$ cat src/rtl/mem_stage_lsu.sv
// Memory stage: drives the data bus for loads/stores, aligns load data and
// registers the write-back bundle. Non-memory ops pass through in one cycle.
module mem_stage_lsu #(
    parameter int unsigned DATA_WIDTH = 32,
    parameter int unsigned ADDR_WIDTH = 32
) (
    input  logic                  clk_i,
    input  logic                  rst_i,
    input  logic                  req_valid_i,
    output logic                  req_ready_o,
    input  logic                  mem_read_i,
    input  logic                  mem_write_i,
    input  logic [2:0]            funct3_i,
    input  logic [DATA_WIDTH-1:0] alu_result_i,
    input  logic [DATA_WIDTH-1:0] wdata_i,
    input  logic [4:0]            rd_addr_i,
    input  logic [1:0]            result_src_i,
    input  logic [DATA_WIDTH-1:0] pc_i,
    output logic                  dmem_req_o,
    output logic                  dmem_we_o,
    output logic [ADDR_WIDTH-1:0] dmem_addr_o,
    output logic [3:0]            dmem_be_o,
    output logic [DATA_WIDTH-1:0] dmem_wdata_o,
    input  logic                  dmem_gnt_i,
    input  logic                  dmem_rvalid_i,
    input  logic [DATA_WIDTH-1:0] dmem_rdata_i,
    output logic                  wb_valid_o,
    output logic [4:0]            wb_rd_addr_o,
    output logic [1:0]            wb_result_src_o,
    output logic [DATA_WIDTH-1:0] wb_alu_result_o,
    output logic [DATA_WIDTH-1:0] wb_mem_rdata_o,
    output logic [DATA_WIDTH-1:0] wb_pc_o,
    output logic                  misaligned_o
);

    typedef enum logic [1:0] {IDLE, REQ, RESP} state_t;

    state_t                state;
    logic                  l_store;
    logic [2:0]            l_funct3;
    logic [DATA_WIDTH-1:0] l_alu;
    logic [DATA_WIDTH-1:0] l_pc;
    logic [4:0]            l_rd;
    logic [1:0]            l_src;

    logic                  is_mem;
    logic                  misaligned;
    logic [3:0]            be_in;
    logic [DATA_WIDTH-1:0] wdata_lanes;
    logic [DATA_WIDTH-1:0] rdata_shifted;
    logic [DATA_WIDTH-1:0] load_data;

    assign req_ready_o = (state == IDLE);
    assign is_mem      = mem_read_i | mem_write_i;

    // Replicating the store data fills every lane, so the byte enables alone pick the target.
    always_comb begin
        be_in       = 4'b1111;
        wdata_lanes = wdata_i;
        misaligned  = 1'b0;
        case (funct3_i)
            3'b000, 3'b100: begin
                be_in       = 4'b0001 << alu_result_i[1:0];
                wdata_lanes = {4{wdata_i[7:0]}};
            end
            3'b001, 3'b101: begin
                be_in       = 4'b0011 << alu_result_i[1:0];
                wdata_lanes = {2{wdata_i[15:0]}};
                misaligned  = alu_result_i[0];
            end
            default: begin
                be_in       = 4'b1111;
                wdata_lanes = wdata_i;
                misaligned  = |alu_result_i[1:0];
            end
        endcase
    end

    always_comb begin
        rdata_shifted = dmem_rdata_i >> {l_alu[1:0], 3'b000};
        case (l_funct3)
            3'b000:  load_data = {{(DATA_WIDTH-8){rdata_shifted[7]}}, rdata_shifted[7:0]};
            3'b100:  load_data = {{(DATA_WIDTH-8){1'b0}}, rdata_shifted[7:0]};
            3'b001:  load_data = {{(DATA_WIDTH-16){rdata_shifted[15]}}, rdata_shifted[15:0]};
            3'b101:  load_data = {{(DATA_WIDTH-16){1'b0}}, rdata_shifted[15:0]};
            default: load_data = dmem_rdata_i;
        endcase
    end

    always_ff @(posedge clk_i or posedge rst_i) begin
        if (rst_i) begin
            state           <= IDLE;
            l_store         <= 1'b0;
            l_funct3        <= '0;
            l_alu           <= '0;
            l_pc            <= '0;
            l_rd            <= '0;
            l_src           <= '0;
            dmem_req_o      <= 1'b0;
            dmem_we_o       <= 1'b0;
            dmem_addr_o     <= '0;
            dmem_be_o       <= '0;
            dmem_wdata_o    <= '0;
            wb_valid_o      <= 1'b0;
            wb_rd_addr_o    <= '0;
            wb_result_src_o <= '0;
            wb_alu_result_o <= '0;
            wb_mem_rdata_o  <= '0;
            wb_pc_o         <= '0;
            misaligned_o    <= 1'b0;
        end else begin
            wb_valid_o   <= 1'b0;
            misaligned_o <= 1'b0;
            case (state)
                IDLE: begin
                    if (req_valid_i) begin
                        if (!is_mem || misaligned) begin
                            wb_valid_o      <= 1'b1;
                            misaligned_o    <= is_mem;
                            wb_rd_addr_o    <= is_mem ? 5'd0 : rd_addr_i;
                            wb_result_src_o <= result_src_i;
                            wb_alu_result_o <= alu_result_i;
                            wb_mem_rdata_o  <= '0;
                            wb_pc_o         <= pc_i;
                        end else begin
                            state        <= REQ;
                            l_store      <= mem_write_i;
                            l_funct3     <= funct3_i;
                            l_alu        <= alu_result_i;
                            l_pc         <= pc_i;
                            l_rd         <= rd_addr_i;
                            l_src        <= result_src_i;
                            dmem_req_o   <= 1'b1;
                            dmem_we_o    <= mem_write_i;
                            dmem_addr_o  <= {alu_result_i[ADDR_WIDTH-1:2], 2'b00};
                            dmem_be_o    <= be_in;
                            dmem_wdata_o <= wdata_lanes;
                        end
                    end
                end
                REQ: begin
                    if (dmem_gnt_i) begin
                        dmem_req_o <= 1'b0;
                        state      <= RESP;
                    end
                end
                RESP: begin
                    if (dmem_rvalid_i) begin
                        state           <= IDLE;
                        wb_valid_o      <= 1'b1;
                        wb_rd_addr_o    <= l_rd;
                        wb_result_src_o <= l_src;
                        wb_alu_result_o <= l_alu;
                        wb_mem_rdata_o  <= l_store ? '0 : load_data;
                        wb_pc_o         <= l_pc;
                    end
                end
                default: state <= IDLE;
            endcase
        end
    end

endmodule

$ cat config.mk
export PLATFORM = sky130hd
export DESIGN_NAME = mem_stage_lsu
export DESIGN_NICKNAME = d
export VERILOG_FILES = /design/src/rtl/mem_stage_lsu.sv
export SDC_FILE = /design/constraint.sdc
export NUM_CORES = 1
export LEC_CHECK = 0
export ABC_CLOCK_PERIOD_IN_PS = 8400
export BUFFER_PORTS_ARGS = -buffer_cell sky130_fd_sc_hd__buf_2
export CAP_MARGIN = 30
export CORE_MARGIN = 2
export CORE_UTILIZATION = 50
export DETAILED_ROUTE_END_ITERATION = 7
export PLACE_DENSITY = 0.75
export SLEW_MARGIN = 20
export SYNTH_ARGS = -nofsm -noshare
export SYNTH_HDL_FRONTEND = slang
export SYNTH_SLANG_ARGS = --single-unit
$ cat constraint.sdc
create_clock -name clk_i -period 8.4 [get_ports clk_i]
set_input_delay 1.68 -clock clk_i [delete_from_list [all_inputs] [get_ports clk_i]]
set_output_delay 1.68 -clock clk_i [all_outputs]
set_load 0.005 [all_outputs]
======== Word-level counts from Yosys, hierarchy flattened ========
Index checks and enable logic that the tools add are counted.
cells by class
  add/subtract/negate cells ............... 0
  $mul .................................... 0
  divide/modulo/power cells ............... 0
  magnitude comparators ................... 0
  equal/unequal tests ..................... 13
  shifts and indexed selects .............. 3
  multiplexer cells ....................... 42
  bitwise gates (word level) .............. 2
  reduce and logical (&&, ||, !) cells .... 14
operator list
  operator                                             count
  2-to-1 mux 32 bit                                    10
  case mux 32 bit (2 select lines)                     4
  case mux 32 bit (4 select lines)                     1
  right shift 32 x 5 -> 16 bit                         1
  2-to-1 mux 5 bit                                     4
  2-to-1 mux 2 bit                                     7
  equality test 3 bit, second input constant           4
  AND reduction 4 bit                                  3
  case mux 5 bit (2 select lines)                      1
  2-to-1 mux 1 bit                                     9
  != test 2 bit, second input constant                 4
  case mux 4 bit (2 select lines)                      1
  equality test 3 x 1 -> 1 bit, second input constant  2
  logical NOT 3 bit                                    2
  case mux 1 bit (2 select lines)                      3
  case mux 2 bit (3 select lines)                      1
  OR reduction 2 bit                                   3
  case mux 2 bit (2 select lines)                      1
  nonzero test 2 bit                                   2
  left shift 1 x 2 -> 4 bit, first input constant      1
  left shift 2 x 2 -> 4 bit, first input constant      1
  AND reduction 3 bit                                  1
  equality test 2 x 1 -> 1 bit, second input constant  1
  equality test 2 bit, second input constant           1
  6 further kinds                                      6
storage, ports and cells
  bits in registers ....................... 249
  bits in latches ......................... 0
  memory bits (writable) .................. 0
  ROM bits ................................ 0
  logic and storage cells ................. 92
  memories kept ........................... 0

======== Logic depth before layout (Yosys ltp) ========
Gate-level depths: netlist of the first run.
  word-level depth ........................ 7
  depth in mapped cells ................... 8

======== Least setup slack after synthesis of the first run ========
Ideal clock, no wire load.
  kind .................................... input port to flip-flop
  from .................................... in alu_result_i[1]
  to ...................................... reg wb_mem_rdata_o[15]
  library setup time ...................... 0.126 ns
  arrival time ............................ 3.121 ns
  data required time ...................... 8.274 ns
  path slack .............................. 5.153 ns
  stages .................................. 8
  path buffers ............................ 4
  path through ............................ clkbuf_1 > nand2_1 > a31o_1 > buf_6 > and2_4 > buf_6 > buf_6 > a221o_1
on the way
  cells in the longest elaborated chain, start to end .. 5
RTL lines
  item                              RTL line  text
  start: declaration                14        input logic [DATA_WIDTH-1:0] alu_result_i,
  OR reduction 2 bit                74        misaligned = |alu_result_i[1:0];
  case mux 1 bit (2 select lines)   61        case (funct3_i)
  logical OR 1 bit                  117       if (!is_mem || misaligned) begin
  != test 2 x 1 -> 1 bit (no line)  --
  AND reduction 4 bit (no line)     --
  end signal: assignment            154       wb_mem_rdata_o <= l_store ? '0 : load_data;
  end: declaration                  31        output logic [DATA_WIDTH-1:0] wb_mem_rdata_o,
Every way passes these cells.
A chain may end at the register's enable or synchronous reset.

======== Final worst setup path of the first run ========
  from .................................... in funct3_i[1]
  to ...................................... reg l_alu[24]
on the way
  cells in the longest elaborated chain, start to end .. 6
  elaborated cells between the ends (all ways) .. 10
  classes of those cells .................. eq/ne: 3; mux: 1; bitwise: 1; reduce/logical: 5
RTL lines
  item                                                  RTL line  text
  start: declaration                                    13        input logic [2:0] funct3_i,
  equality test 3 x 1 -> 1 bit (tied with other cells)  61
  OR reduction 2 bit                                    61
  case mux 1 bit (2 select lines) (*)                   61
  logical OR 1 bit (*)                                  117
  inverter 1 bit (no line) (*)                          --
  AND reduction 3 bit (no line) (*)                     --
  end signal: assignment                                129       l_alu <= alu_result_i;
  end: declaration                                      41        logic [DATA_WIDTH-1:0] l_alu;
Every way passes the cells marked *; elsewhere a longest branch is shown, timed or not.

==> out/metrics.csv, run 1 <==
stage,metric,value,unit
global_route,grt.busiest_layer,met2,
synthesis,synth.area.mux_share,19.5,%
synthesis,synth_ff_type,dfrtp_1,
job,drv_cap,0,
synthesis,yosysUniqueCellTypes,43,
synthesis,yosys.area.top_type,dfrtp_1,
route,routed_wirelength,25.8,mm
synthesis,synth-simple-area-share,8.27,%
timing,hold_violations,0,
run_status,status,"complete, no violations",
clock_network,root_buffer,clkbuf_16,
synthesis,netlist_area,9940,um2
timing,worst-slew-pin-transition,849,ps
route,viasPerCell,5.43,
synthesis,synthAdderAreaFrac,0,%
global_route,grt_max_degree,95,
placement,hpwl,17.6,mm
timing,final.setup.tns,0,ps
synthesis,syn_area_per_cell,11.6,um2
synthesis,synth.most_common_cell,dfrtp_1,
critical_path,critPathKind,in2reg,
clock_network,ctsResizeCount,0,
power_and_ir_drop,max-vdd-ir-drop,169,uV
synthesis,synth_warnings,0,
clock_network,cts_setup_buffers,0,
clock_network,hold_buffers,0,
synthesis,synthXorXnorAreaFrac,0.0881,%
die,coreArea,19500,um2
critical_path,worst-path-max-fanout,56,
timing,fin_crit_sh,44.3,%
clock_network,cts_made_buffers,23,
timing,fmax,268,MHz
clock_network,cts_tree,done,
die,die-area,21000,um2
global_route,grt_usage,24.2,%
clock_network,path_clk_slew,60,ps
route,wl_per_cell,18.4,um
global_route,grt_overflow,0,
route,postRouteAntennaNets,0,
synthesis,ys_ff_latch,219,
critical_path,arrival,4120,ps
route,vias,7613,
timing,setup_ws,4670,ps
die,dieWidth,145,um
global_route,met1_usage,33.1,%
timing,skew,13.0,ps
global_route,grt_pass1_vias,7628,
die,initial_core_util,51.1,%
global_route,grtUsageMet2,38.8,%
power_and_ir_drop,power_density,308,nW/um2
power_and_ir_drop,p_leak,6.37,nW
clock_network,cts_num_sinks,219,
synthesis,synth_edf_count,0,
layout,layout-drive-gt1-share,40.8,%
synthesis,netlist_instances,858,
timing,period_needed,3730,ps
critical_path,start_kind,primary input,
placement,io_buffers,318,
synthesis,synth_top_family_by_area,multiplexers,
timing,maxSlewHeadroom,43.0,%
layout,fill_cells,1601,
route,drt_iter0_markers,345,
critical_path,critPathCaptureType,flip-flop,
layout,nNetsFinal,1263,
synthesis,synth_top_area_share,55.1,%
synthesis,synth_compound_area_share,11.3,%
timing,rsz0062_at_grt,no,
clock_network,clk_latency,510,ps
placement,place_ws,4140,ps
die,top_level_ports,321,
clock_network,clk_path_buf_depth,3,
timing,slew_viol_final,0,
placement,routabilityCongestion,0.811,
global_route,antenna_found_initial,1,
timing,setup_viol,0,
synthesis,synth_seq_area_share,55.1,%
route,drc_errors,0,
global_route,grt_pass1_wl,41.3,mm
synthesis,ys_top_cells_by_area,"dfrtp_1 (55%), mux2i_1 (9.8%), mux2_2 (9.7%)",
clock_network,htreeDepth,1,
die,die_height,145,um
route,firstDrtPassIters,5,
die,rows,51,
global_route,grtUsageMet3,6.13,%
synthesis,ys_async_sr_fraction,100,%
hold_path,hold_path.class,reg2reg,
synthesis,synth_common_cells,"dfrtp_1 (219), o21ai_0 (113), mux2i_1 (97), mux2_2 (86), nand3_1 (72)",
layout,areaGrowthSynthToFinish,23.2,%
critical_path,required,8790,ps
-- path summary, 6_finish.rpt --
check                                             start                             end  slack [ps]  depth (start not counted)
max in group asynchronous                         rst_i         wb_pc_o[19]$_DFFE_PP0P_        6130                          4
hold / removal             dmem_wdata_o[17]$_DFFE_PP0P_    dmem_wdata_o[17]$_DFFE_PP0P_         480                          2
hold reg to reg            dmem_wdata_o[17]$_DFFE_PP0P_    dmem_wdata_o[17]$_DFFE_PP0P_         480                          2
setup reg to reg                   l_alu[0]$_DFFE_PP0P_  wb_mem_rdata_o[18]$_DFFE_PP0P_        5880                          4
min in group asynchronous                         rst_i  wb_mem_rdata_o[31]$_DFFE_PP0P_        1170                          2
setup / recovery                            funct3_i[1]           l_alu[24]$_DFFE_PP0P_        4670                          6
-- cell families after synthesis --
kind of cell / Yosys count
AOI/OAI and AO/OA: 185
xor gates and xnor gates: 1
buffers and inverters: 104
DFF: 219
muxes: 183
other: 1
and+or+nand+nor: 165
-- through the flow --
step                      power, W  area [um2]  util, %  std cells  hold slack [ps]
after detailed placement   0.00280       11500     59.0       1357              458
after global routing       0.00402       12300     62.9       1401              511
after CTS                  0.00382       12200     62.8       1399              483
after global placement     0.00275       11400     58.6       1353              457
after floorplan            0.00234        9940        -        859              468
final                      0.00378       12300     62.9       1401              482
-- layer usage --
metal | part of all wire (%) | up-vias
li1 | - | 3569
met1 | 43 | 3745
met2 | 47 | 260
met3 | 7.3 | 39
met4 | 2.3 | 0
met5 | 0 | -
-- worst max-delay path, cell delays in order --
cell and delay (ps):
buf_2 490, nand2_1 190, nand4_1 150, buf_4 470, buf_4 650, mux2_2 410
-- power breakdown --
group,total (W),internal (W),switching [W]
Sequential,0.00167,0.00144,0.000235
Clock,0.00100,0.000589,0.000411
Combinational,0.00110,0.000553,0.000552
Total,0.00378,0.00258,0.00120
-- sequential cells by signal, summed over array words and instances, names as in the netlist, 3 cells and up --
register / cells
l_pc: 32
dmem_be_o: 4
l_alu: 31
wb_pc_o: 32
wb_alu_result_o: 32
wb_rd_addr_o: 5
l_rd: 5
dmem_wdata_o: 32
l_funct3: 3
wb_mem_rdata_o: 32
-- cells in the final DEF, fill, tap and decap left out, types with 2 or more instances in the layout --
| master | n |
|---|---|
| clkbuf_1 | 5 |
| mux2i_1 | 97 |
| dfrtp_1 | 219 |
| buf_16 | 2 |
| nand2_1 | 42 |
| nor2b_1 | 4 |
| clkbuf_16 | 23 |
| nand3_1 | 72 |
| a221o_1 | 18 |
| nand3b_1 | 3 |
| nand2b_1 | 16 |
| o2bb2ai_1 | 7 |
| clkinv_2 | 5 |
| a22oi_1 | 5 |
| o21ai_0 | 113 |
| a32o_1 | 7 |
| inv_1 | 5 |
| clkbuf_8 | 6 |
| a21oi_1 | 26 |
| nor2_1 | 16 |
| buf_2 | 318 |
| buf_4 | 11 |
| conb_1 | 2 |
| mux2_2 | 86 |
-- final cells by class --
cell class                 instances  area, um2  area share, %
sequential                       219       5480           44.7
multi-input combinational        536       3910           31.9
tap                              265        332           2.71
antenna                            1       2.50         0.0204
timing repair buffer             332       1750           14.3
clock buffer                      34        677           5.53
inverter                           6       30.0          0.245
clock inverter                     8       71.3          0.582
Power figures use the tool's default switching activity.
==> run 2, diff against run 1 <==
Settings changed: ABC_CLOCK_PERIOD_IN_PS 8400 to 3350, CORE_UTILIZATION 50 to 46, PLACE_DENSITY 0.75 to 0.72.
Clock period 8.4 ns to 3.35 ns, I/O delays scaled along.
==> out/metrics.csv, run 2 (synthesis results as in run 1) <==
stage,metric,value,unit
power_and_ir_drop,power_density,783,nW/um2
die,die_height,151,um
global_route,antenna_found_initial,5,
timing,setup_viol,0,
placement,hpwl,18.3,mm
layout,areaGrowthSynthToFinish,24.1,%
clock_network,cts_setup_buffers,0,
timing,maxSlewHeadroom,39.8,%
critical_path,crit_family,compound AO/OA/AOI/OAI gates,
global_route,grt_overflow,0,
route,viasPerCell,5.41,
critical_path,reg2reg_slack,960,ps
timing,rsz0062_at_grt,no,
clock_network,cts_tree,done,
global_route,grt_pass1_vias,7710,
route,drc_errors,0,
die,rows,53,
placement,routabilityCongestion,0.814,
critical_path,start_kind,flip-flop,
critical_path,critPathCaptureType,flip-flop,
critical_path,worst-path-max-fanout,14,
hold_path,hold_path.class,in2async,
die,dieWidth,151,um
placement,io_buffers,318,
power_and_ir_drop,p_leak,6.40,nW
clock_network,path_clk_slew,60,ps
critical_path,path_buf_inv,0,
global_route,grt_pass1_wl,41.1,mm
critical_path,r2r_cells,4,
power_and_ir_drop,power,0.00966,W
route,wl_per_cell,18.7,um
layout,layout_commonest_cell,buf_2,
clock_network,cts_made_buffers,23,
clock_network,cts_num_sinks,219,
layout,layout-drive-gt1-share,41.3,%
critical_path,required,3740,ps
timing,fmax,418,MHz
critical_path,cp_slowest_cell,dfrtp_1,
layout,fin_area,12300,um2
timing,period_needed,2390,ps
route,firstDrtPassIters,4,
power_and_ir_drop,max-vdd-ir-drop,371,uV
route,postRouteAntennaNets,0,
global_route,grt_max_degree,123,
placement,place_area,11500,um2
critical_path,reg2reg_to,wb_mem_rdata_o[10]$_DFFE_PP0P_,
clock_network,hold_buffers,0,
route,routed_wirelength,26.5,mm
critical_path,critPathKind,reg2reg,
clock_network,root_buffer,clkbuf_16,
route,drt_iter0_markers,327,
timing,worst-slew-pin-transition,896,ps
layout,fill_cells,1838,
clock_network,ctsResizeCount,0,
critical_path,reg2reg_from,l_alu[1]$_DFFE_PP0P_,
timing,timing.hold.ws,54.1,ps
layout,nNetsFinal,1267,
layout,mostFrequentLayoutCells,"buf_2 (318), dfrtp_1 (219), o21ai_0 (113), mux2i_1 (97), mux2_2 (86)",
clock_network,htreeDepth,1,
critical_path,path_cells,mux2_2 -> a221oi_2 -> a21oi_1 -> a32o_1,
critical_path,crit_path_max_incr_delay,770,ps
job,drv_cap,0,
timing,slew_viol_final,0,
critical_path,arrival,2780,ps
global_route,grt_usage,22.8,%
timing,hold_violations,0,
run_status,status,"complete, no violations",
die,coreArea,21100,um2
clock_network,clk_path_buf_depth,3,
timing,fin_crit_sh,71.5,%
die,top_level_ports,321,
die,initial_core_util,47.1,%
timing,skew,8.16,ps
die,die-area,22800,um2
route,vias,7677,
clock_network,clk_latency,510,ps
run 2: changes by cell type in the layout (fill, tap and decap cells not counted), moves of 2 or more:
cell | previous run | this run
clkinv_2 | 5 | 8
buf_16 | 2 | 0
diode_2 | 1 | 5
clkbuf_1 | 5 | 1
clkbuf_8 | 6 | 3
buf_12 | 1 | 3
bufinv_16 | 1 | 4
buf_4 | 11 | 15
run 2: final cells by class:
class	count	area, um2	area share, %
Sequential cell	219	5480	44.4
Multi-Input combinational cell	536	3910	31.7
Timing Repair Buffer	336	1760	14.3
Clock buffer	27	621	5.03
Tap cell	275	344	2.79
Clock inverter	14	176	1.43
Inverter	6	26.3	0.213
Antenna cell	5	12.5	0.101
run 2: routing by layer:
metal / part of all wire (%) / global-route usage, % / up-vias
met5: 0.049 / 0 / -
met4: 2.7 / 6.82 / 2
met3: 8.5 / 6.30 / 42
met2: 48 / 38.2 / 277
met1: 41 / 28.9 / 3768
li1: - / - / 3588
run 2: report_power, final:
part / internal [W] / leakage (nW) / switching, W / total (W)
combinational: 0.00139 / 3.29 / 0.00136 / 0.00274
clock: 0.00163 / 0.399 / 0.00105 / 0.00268
sequential: 0.00361 / 2.71 / 0.000623 / 0.00423
run 2: worst max path at each step:
stage	cells after the start	end	from	slack (ps)
finish	4	wb_mem_rdata_o[10]$_DFFE_PP0P_	l_alu[1]$_DFFE_PP0P_	960
global route	4	wb_mem_rdata_o[9]$_DFFE_PP0P_	l_alu[1]$_DFFE_PP0P_	760
CTS	4	wb_mem_rdata_o[10]$_DFFE_PP0P_	l_alu[1]$_DFFE_PP0P_	950
detailed placement	6	wb_alu_result_o[21]$_DFFE_PP0P_	mem_write_i	860
global placement	6	wb_alu_result_o[22]$_DFFE_PP0P_	mem_write_i	910
floorplan	1	dmem_addr_o[31]$_DFFE_PP0P_	rst_i	-170
run 2: metrics by stage:
stage               worst slack, ps  util, %  TNS [ps]  instances
detailed placement              862     54.6         0       1372
floorplan                      -174        -    -38130        859
global route                    759     58.5         0       1416
CTS                             946     58.4         0       1413
global placement                910     54.6         0       1372
finish                          956     58.5         0       1418
==> run 3, diff against run 2 <==
Settings changed: ABC_CLOCK_PERIOD_IN_PS 3350 to 2400, CORE_UTILIZATION 46 to 50, PLACE_DENSITY 0.72 to 0.75.
Clock period 3.35 ns to 2.4 ns, I/O delays scaled along.
==> out/metrics.csv, run 3 (synthesis results as in run 1) <==
stage,metric,value,unit
run_status,status,finished with violations,
run_status,violations,hold timing,
critical_path,required,2830,ps
power_and_ir_drop,switching_share,31.4,%
placement,place_ws,136,ps
clock_network,hold_buffers,0,
route,wl_per_cell,18.7,um
clock_network,cts_setup_buffers,0,
global_route,grt_usage,25.0,%
layout,mostFrequentLayoutCells,"buf_2 (318), dfrtp_1 (219), o21ai_0 (113), mux2i_1 (97), mux2_2 (86)",
route,drc_errors,0,
critical_path,reg2reg_to,wb_mem_rdata_o[16]$_DFFE_PP0P_,
timing,fin_crit_sh,90.0,%
hold_path,hold_path.class,in2async,
clock_network,htreeDepth,1,
job,drv_cap,0,
die,rows,51,
critical_path,worst-path-max-fanout,16,
layout,layout-drive-gt1-share,41.7,%
die,dieWidth,145,um
timing,rsz0062_at_grt,no,
timing,timing.hold.ws,-0.958,ps
global_route,grt_pass1_wl,42.7,mm
placement,io_buffers,318,
clock_network,ctsResizeCount,0,
layout,layout_commonest_cell,buf_2,
power_and_ir_drop,comb_power_share,29.0,%
power_and_ir_drop,p_sw,0.00427,W
critical_path,cp_slowest_cell,nor4_4,
timing,fmax,463,MHz
clock_network,cts_num_sinks,219,
die,coreArea,19500,um2
clock_network,clk_path_buf_depth,3,
power_and_ir_drop,seqPwrFrac,43.0,%
die,top_level_ports,321,
critical_path,reg2reg_from,state[0]$_DFFE_PP0P_,
die,die-area,21000,um2
global_route,grt_max_degree,80,
critical_path,r2r_cells,5,
route,drt_iter0_markers,362,
clock_network,root_buffer,clkbuf_16,
critical_path,crit_path_max_incr_delay,750,ps
layout,areaGrowthSynthToFinish,25.5,%
timing,maxSlewHeadroom,40.5,%
route,routed_wirelength,26.5,mm
critical_path,critPathKind,reg2reg,
timing,skew,16.1,ps
route,firstDrtPassIters,4,
critical_path,reg2reg_slack,240,ps
clock_network,cts_tree,done,
timing,period_needed,2160,ps
layout,nNetsFinal,1279,
global_route,antenna_found_initial,2,
power_and_ir_drop,power_density,1090,nW/um2
die,die_height,145,um
clock_network,path_clk_slew,60,ps
global_route,grt_pass1_vias,8032,
timing,worst-slew-pin-transition,885,ps
placement,routabilityCongestion,0.816,
clock_network,clk_latency,510,ps
critical_path,start_kind,flip-flop,
critical_path,arrival,2590,ps
route,vias,7797,
critical_path,path_buf_inv,1,
route,viasPerCell,5.50,
power_and_ir_drop,p_clk_share,28.0,%
power_and_ir_drop,max-vdd-ir-drop,720,uV
timing,setup_viol,0,
global_route,grt_overflow,0,
die,initial_core_util,51.1,%
critical_path,crit_family,simple AND/OR/NAND/NOR gates,
power_and_ir_drop,p_int,0.00934,W
placement,hpwl,18.2,mm
critical_path,critPathCaptureType,flip-flop,
timing,slew_viol_final,0,
timing,setup_ws,239,ps
power_and_ir_drop,p_leak,6.48,nW
route,postRouteAntennaNets,0,
clock_network,cts_made_buffers,23,
timing,hold_violations,1,
critical_path,path_cells,nor4bb_1 -> buf_4 -> nand2_1 -> nor4_4 -> a221o_1,
## run 3: changes by cell type in the layout (fill, tap and decap cells not counted), sizes merged
cell      delta
clkbuf       +4
diode        -4
buf         +12
clkinv       -4
clkinvlp     +1
## run 3: worst max-delay path by stage
| stage | startpoint | to | slack [ps] | depth (start not counted) |
|---|---|---|---|---|
| 2_1_floorplan | rst_i | dmem_addr_o[31]$_DFFE_PP0P_ | -930 | 1 |
| 3_3_place_gp | mem_write_i | wb_alu_result_o[8]$_DFFE_PP0P_ | 180 | 6 |
| 3_5_place_dp | funct3_i[1] | wb_alu_result_o[2]$_DFFE_PP0P_ | 140 | 6 |
| 4_1_cts | state[0]$_DFFE_PP0P_ | wb_mem_rdata_o[16]$_DFFE_PP0P_ | 230 | 5 |
| 5_1_grt | state[0]$_DFFE_PP0P_ | wb_mem_rdata_o[16]$_DFFE_PP0P_ | 90 | 5 |
| 6_report | state[0]$_DFFE_PP0P_ | wb_mem_rdata_o[16]$_DFFE_PP0P_ | 240 | 5 |
## run 3: power by group through the flow
stage | Clock (W) | Combinational, W | Sequential, W
floorplan | 0 | 0.00236 | 0.00583
global placement | 0 | 0.00388 | 0.00583
detailed placement | 0 | 0.00399 | 0.00588
CTS | 0.00388 | 0.00401 | 0.00585
global route | 0.00402 | 0.00437 | 0.00603
finish | 0.00381 | 0.00395 | 0.00585
## run 3: layer usage
layer	global-route usage, %	wire length [um]	vias to the layer above
li1	-	-	3609
met1	31.4	10600	3847
met2	42.6	13200	295
met3	6.89	2270	44
met4	6.73	531	2
met5	0	13	-
## run 3: metrics by stage
step                      total power (W)  instance area [um2]  TNS [ps]  util [%]  instances
after floorplan                   0.00819                 9950   -204570         -        859
after global placement            0.00971                11700         0      59.9       1374
after detailed placement          0.00988                11700         0      59.9       1374
after CTS                          0.0137                12500         0      64.1       1416
after global routing               0.0144                12500         0      64.1       1417
final                              0.0136                12500         0      64.1       1417
## run 3: cell type report
cell class	count	area, um2
Antenna cell	1	2.50
Clock buffer	31	646
Clock inverter	11	164
Fill cell	1573	6990
Inverter	6	26.3
Multi-Input combinational cell	536	3910
Sequential cell	219	5480
Tap cell	265	332
Timing Repair Buffer	348	1920
## run 3: worst reg2reg max path, delay by kind of cell (launching register included)
| kind | cells | cell delay [ps] |
|---|---|---|
| simple gates | 3 | 1170 |
| flops | 1 | 460 |
| compound gates | 1 | 230 |
| buf+inv | 1 | 220 |
